--- config.mk ---
export PLATFORM = sky130hd
export DESIGN_NAME = cmp_pipe
export DESIGN_NICKNAME = d
export VERILOG_FILES = /design/src/rtl/cmp_pipe.sv
export SDC_FILE = /design/constraint.sdc
export NUM_CORES = 1
export LEC_CHECK = 0
export CORE_ASPECT_RATIO = 0.6
export CORE_MARGIN = 2
export CORE_UTILIZATION = 39
export CTS_CLUSTER_SIZE = 14
export DETAILED_ROUTE_END_ITERATION = 12
export PLACE_DENSITY = 0.86
export SLEW_MARGIN = 0
export SYNTH_ARGS = -nofsm -noshare
export SYNTH_HDL_FRONTEND = slang
export SYNTH_SLANG_ARGS = --single-unit
--- constraint.sdc ---
create_clock -name clk -period 3.02 [get_ports clk]
set_clock_uncertainty 0.2 [all_clocks]
set_input_delay 0.604 -clock clk [delete_from_list [all_inputs] [get_ports clk]]
set_output_delay 0.604 -clock clk [all_outputs]
set_load 0.02 [all_outputs]
--- src/rtl/cmp_pipe.sv ---
// Purpose: pipelined A/B comparator (zero tests, equality, signed/unsigned magnitude) with tag pass-through; `CMP_STATS_EN adds result counters.
// Latency: STAGES cycles (1 or 2) from request accept to out_valid; sustains one result per cycle.
// Backpressure: out_ready low holds the result stable and fills the pipe; in_ready drops when full or during flush.
module cmp_pipe #(
  parameter int WIDTH  = 32,
  parameter int STAGES = 1,
  parameter int TAG_W  = 4
) (
  input  logic             clk,
  input  logic             rst_n,
  input  logic             flush,
  input  logic             in_valid,
  output logic             in_ready,
  input  logic [WIDTH-1:0] in_a,
  input  logic [WIDTH-1:0] in_b,
  input  logic [3:0]       in_func,
  input  logic [TAG_W-1:0] in_tag,
  output logic             out_valid,
  input  logic             out_ready,
  output logic             out_y,
  output logic             out_err,
  output logic [TAG_W-1:0] out_tag
`ifdef CMP_STATS_EN
  ,
  output logic [31:0]      stat_total,
  output logic [31:0]      stat_true
`endif
);

  // Returns {err, y}; undefined codes give y=0, err=1.
  function automatic logic [1:0] cmp_eval(input logic [WIDTH-1:0] a,
                                          input logic [WIDTH-1:0] b,
                                          input logic [3:0]       func);
    logic a_neg;
    logic a_zero;
    logic slt;
    logic ult;
    logic y;
    logic err;
    a_neg  = a[WIDTH-1];
    a_zero = (a == '0);
    slt    = ($signed(a) < $signed(b));
    ult    = (a < b);
    y      = 1'b0;
    err    = 1'b0;
    case (func)
      4'd0:    y = !a_neg && !a_zero;
      4'd1:    y = !a_neg;
      4'd2:    y = a_neg;
      4'd3:    y = a_neg || a_zero;
      4'd4:    y = (a == b);
      4'd5:    y = (a != b);
      4'd6:    y = slt;
      4'd7:    y = ult;
      4'd8:    y = !slt;
      4'd9:    y = !ult;
      default: err = 1'b1;
    endcase
    return {err, y};
  endfunction

  logic             last_v;
  logic             res_y;
  logic             res_err;
  logic [TAG_W-1:0] res_tag;
  logic             accept;
  logic             drain;

  assign accept = in_valid && in_ready;
  assign drain  = last_v && out_ready;

  if (STAGES == 1) begin : g_one
    logic             v_q, v_d;
    logic             y_q, y_d;
    logic             err_q, err_d;
    logic [TAG_W-1:0] tag_q, tag_d;
    logic [1:0]       ev;

    assign ev       = cmp_eval(in_a, in_b, in_func);
    assign in_ready = !flush && (!v_q || out_ready);

    // Result slot: load on accept, clear on drain or flush, otherwise hold.
    always_comb begin
      v_d   = v_q;
      y_d   = y_q;
      err_d = err_q;
      tag_d = tag_q;
      if (flush) begin
        v_d = 1'b0;
      end else if (accept) begin
        v_d   = 1'b1;
        y_d   = ev[0];
        err_d = ev[1];
        tag_d = in_tag;
      end else if (drain) begin
        v_d = 1'b0;
      end
    end

    // Result slot registers.
    always_ff @(posedge clk or negedge rst_n) begin
      if (!rst_n) begin
        v_q   <= 1'b0;
        y_q   <= 1'b0;
        err_q <= 1'b0;
        tag_q <= '0;
      end else begin
        v_q   <= v_d;
        y_q   <= y_d;
        err_q <= err_d;
        tag_q <= tag_d;
      end
    end

    assign last_v  = v_q;
    assign res_y   = y_q;
    assign res_err = err_q;
    assign res_tag = tag_q;
  end else if (STAGES == 2) begin : g_two
    logic             v0_q, v0_d;
    logic [WIDTH-1:0] a0_q, a0_d;
    logic [WIDTH-1:0] b0_q, b0_d;
    logic [3:0]       f0_q, f0_d;
    logic [TAG_W-1:0] t0_q, t0_d;
    logic             v1_q, v1_d;
    logic             y1_q, y1_d;
    logic             e1_q, e1_d;
    logic [TAG_W-1:0] t1_q, t1_d;
    logic             adv0;
    logic [1:0]       ev;

    assign ev       = cmp_eval(a0_q, b0_q, f0_q);
    assign adv0     = v0_q && (!v1_q || out_ready);
    assign in_ready = !flush && (!v0_q || adv0);

    // Slot0 holds operands, slot1 the evaluated result; each moves only when downstream frees.
    always_comb begin
      v0_d = v0_q;
      a0_d = a0_q;
      b0_d = b0_q;
      f0_d = f0_q;
      t0_d = t0_q;
      v1_d = v1_q;
      y1_d = y1_q;
      e1_d = e1_q;
      t1_d = t1_q;
      if (flush) begin
        v0_d = 1'b0;
        v1_d = 1'b0;
      end else begin
        if (adv0) begin
          v1_d = 1'b1;
          y1_d = ev[0];
          e1_d = ev[1];
          t1_d = t0_q;
        end else if (drain) begin
          v1_d = 1'b0;
        end
        if (accept) begin
          v0_d = 1'b1;
          a0_d = in_a;
          b0_d = in_b;
          f0_d = in_func;
          t0_d = in_tag;
        end else if (adv0) begin
          v0_d = 1'b0;
        end
      end
    end

    // Two-slot pipeline registers.
    always_ff @(posedge clk or negedge rst_n) begin
      if (!rst_n) begin
        v0_q <= 1'b0;
        a0_q <= '0;
        b0_q <= '0;
        f0_q <= '0;
        t0_q <= '0;
        v1_q <= 1'b0;
        y1_q <= 1'b0;
        e1_q <= 1'b0;
        t1_q <= '0;
      end else begin
        v0_q <= v0_d;
        a0_q <= a0_d;
        b0_q <= b0_d;
        f0_q <= f0_d;
        t0_q <= t0_d;
        v1_q <= v1_d;
        y1_q <= y1_d;
        e1_q <= e1_d;
        t1_q <= t1_d;
      end
    end

    assign last_v  = v1_q;
    assign res_y   = y1_q;
    assign res_err = e1_q;
    assign res_tag = t1_q;
  end else begin : g_bad
    $error("cmp_pipe: STAGES must be 1 or 2");
  end

  // Outputs forced to zero whenever no result is presented.
  assign out_valid = last_v;
  assign out_y     = last_v && res_y;
  assign out_err   = last_v && res_err;
  assign out_tag   = last_v ? res_tag : '0;

`ifdef CMP_STATS_EN
  logic [31:0] total_q, total_d;
  logic [31:0] true_q, true_d;

  // Saturating counts of consumed results; flush does not touch them.
  always_comb begin
    total_d = total_q;
    true_d  = true_q;
    if (drain) begin
      if (total_q != 32'hFFFF_FFFF) total_d = total_q + 32'd1;
      if (res_y && (true_q != 32'hFFFF_FFFF)) true_d = true_q + 32'd1;
    end
  end

  // Counter registers.
  always_ff @(posedge clk or negedge rst_n) begin
    if (!rst_n) begin
      total_q <= '0;
      true_q  <= '0;
    end else begin
      total_q <= total_d;
      true_q  <= true_d;
    end
  end

  assign stat_total = total_q;
  assign stat_true  = true_q;
`endif

endmodule
==> run_results.csv, run 1 <==
group,metric,value,unit
power_and_ir_drop,power_density,225,nW/µm²
yosys,synthTopCellsByArea,"ha_1 31%, dfrtp_1 14%, inv_1 10%, a21oi_1 4.7%, nand4_1 3.9%",
route,wirelength,6980,µm
yosys,synth_adder_area_share,31.1,%
critical_path,crit_arrival,2980,ps
clock_network,clockRootBuffer,"clkbuf_8",
finish,nets,390,
floorplan,dieArea,3790,µm²
floorplan,initial_utilization,40.2,%
sta,finalHoldViolCount,0,
yosys,synth_compound_area_share,15.2,%
clock_network,htreeDepth,1,
grt,grt_max_degree,9,
placed_design,gp_congestion,0.817,
yosys,syn_area,1290,µm²
yosys,netlist.top_cell.by_area,"ha_1",
flow_run,cap_violations,0,
yosys,yosys_warnings,0,
sta,drv_slew,0,
route,dr.first_iter.drc_count,111,
status,status,"finished with violations",
critical_path,crit_required,2920,ps
clock_network,cts.clk_slew.worst_paths,40,ps
placed_design,io_buffers,84,
route,antenna_left,0,
route,firstDrtPassIters,4,
finish,multi_input_area,1300,µm²
clock_network,cts_hold_buf,0,
sta,tightest_slew,543,ps
sta,fin_hold_ws,296,ps
sta,setup_slack,-60.4,ps
grt,grt-ovfl-total,0,
sta,fmax,325,MHz
critical_path,cp_max_fo,2,
floorplan,rows,16,
sta,maxSlewHeadroom,63.4,%
yosys,netlist.area_leader.share,31.1,%
yosys,synth_top_family_by_area,"adder cells",
placed_design,post_dp_cell_area,2360,µm²
finish,seqCellArea,175,µm²
yosys,ys_seq_area_share,13.6,%
hold_path,min_to,"g_one.tag_q[0]$_DFFE_PN0P_",
critical_path,r2r_setup_slack,1290,ps
hold_path,whs_path_depth,1,
yosys,synth_cells,163,
yosys,yosysMostFrequentCell,"inv_1",
yosys,postSynthRegisterBits,7,
status,violations,"setup timing",
yosys,synth_fp_nets,272,
sta,tns,-60.4,ps
sta,setup_violations,1,
floorplan,die_h,48.5,µm
route,drc_errors,0,
yosys,synth-edff-count,0,
yosys,netlist_top_cells_count,"35 x inv_1, 32 x ha_1, 12 x a21oi_1",
route,viasPerCell,6.01,
grt,antenna_found_initial,1,
yosys,synthMuxAreaShare,3.50,%
yosys,yosys_most_used_dff,"dfrtp_1",
clock_network,cts_tree,"yes",
power_and_ir_drop,power,640,µW
finish,fillers,128,
hold_path,hold_path.class,"flip-flop to flip-flop",
critical_path,r2r-start,"out_valid$_DFFE_PN0P_",
yosys,synthArstFlopShare,100,%
power_and_ir_drop,power_leakage,0.00149,µW
route,wl_per_cell,21.4,µm
power_and_ir_drop,vdd_drop_max,0.139,mV
sta,final.period_utilization,102,%
finish,syn2layout_area_growth,121,%
floorplan,num_io_pins,85,
yosys,yosysUniqueCellTypes,33,
clock_network,cts_inserted_buffers,3,
finish,final_layout_size_suffix_gt1_share,32.9,%
grt,first_global_vias,1781,
floorplan,die_w,78.1,µm
clock_network,clk_latency,220,ps
grt,grtUsageTotal,28.1,%
floorplan,coreArea,3200,µm²
yosys,yosys.area_share.simple,25.1,%
finish,utilization,88.9,%
sta,fin_crit,3080,ps
critical_path,r2r_cells,4,
clock_network,clk_path_buf_depth,2,
finish,fin_area,2850,µm²
critical_path,r2r-end,"g_one.tag_q[2]$_DFFE_PN0P_",
grt,grt_pass1_wl,8260,µm
route,vias,1959,
critical_path,criticalPathCategory,"input port to flip-flop",
yosys,synth-xor-area-share,0.681,%
critical_path,start_kind,"input port",
hold_path,hold_path.startpoint,"g_one.tag_q[0]$_DFFE_PN0P_",
critical_path,critPathCaptureType,"flip-flop",
yosys,synth.avg_cell_area,7.89,µm²
placed_design,hpwl,3790,µm
clock_network,numClockSinks,7,
==> flip-flops by register name, indices dropped and copies added (netlist names) <==
register     flops
g_one.y_q        1
g_one.tag_q      4
out_valid        1
g_one.err_q      1
==> cell usage in the layout (no fill, tap or decap), drive strengths merged <==
cell           count
nand3b             1
mux2               4
nor2b              2
clkbuf             4
buf               30
nand3              3
o221ai             1
o32ai              1
diode              1
nand4             10
o2111ai            1
and2               7
or4b               1
a31oi              1
nand2b             1
o2111a             1
nor3               1
nand2              8
o211ai             2
nor4               8
nor2               7
a221oi             3
dlygate4sd2       18
ha                32
a2111o             1
dfrtp              7
nand4b             1
o21ai              6
inv               35
xnor2              1
a21oi             13
or4                3
clkdlybuf4s50     30
dlymetal6s2s      36
==> where the power goes <==
part / total [µW] / internal, µW / switching, µW
combinational: 395 / 219 / 176
clock: 128 / 91.0 / 37.0
sequential: 117 / 109 / 8.37
total: 640 / 419 / 221
==> timing repair <==
item	CTS	global route
pin swaps	19	19
cloned	0	0
buffers inserted	2	3
gates resized for setup	41	65
endpoints found under the setup margin	1	1
==> metrics by stage <==
step / cells / setup slack, ps
2_1_floorplan: 163 / 229
3_3_place_gp: 316 / -261
3_5_place_dp: 316 / -321
4_1_cts: 322 / 2.22
5_1_grt: 325 / -176
6_report: 326 / -60.4
==> final cells by class <==
class,count,area share [%]
Tap cell,45,1.98
Timing Repair Buffer,114,39.8
Antenna cell,1,0.0879
Clock buffer,4,1.58
Inverter,35,4.62
Multi-Input combinational cell,120,45.8
Sequential cell,7,6.15
==> metal layers <==
layer / part of all wire (%) / GRT usage (%) / vias up
li1: - / - / 831
met1: 37 / 33.1 / 908
met2: 46 / 51.1 / 158
met3: 10 / 4.66 / 62
met4: 7.1 / 11.1 / 0
met5: 0 / 0 / -
==> worst max path at each step <==
stage	start	end	slack, ps	depth (start not counted)
finish	in_a[30]	g_one.y_q$_DFFE_PN0P_	-60	10
global placement	in_b[31]	g_one.y_q$_DFFE_PN0P_	-260	10
detailed placement	in_b[30]	g_one.y_q$_DFFE_PN0P_	-320	10
CTS	in_b[27]	g_one.y_q$_DFFE_PN0P_	2	10
floorplan	in_b[31]	g_one.y_q$_DFFE_PN0P_	230	9
global route	in_a[30]	g_one.y_q$_DFFE_PN0P_	-180	10
==> cell families after synthesis <==
logic type,count (synthesis)
xor gates and xnor gates,1
adders and majority gates,32
muxes,4
AOI/OAI and AO/OA,30
buffers and inverters,36
and+or+nand+nor,53
DFF,7
==> worst max-delay path, stage by stage <==
cell and delay [ps]:
clkdlybuf4s50_1 520, ha_4 230, buf_4 140, a21oi_1 140, nand2_1 110, a221oi_1 430, o221ai_1 200, o32ai_1 260
o2111a_1 290, a21oi_2 60
No activity file was read; power rests on OpenSTA's default activity.
==> run 2: changes to the inputs <==
- TNS_END_PERCENT: unset -> 100
==> results of run 2 <==
The final DEF is identical to that of run 1; final timing and power are the same.
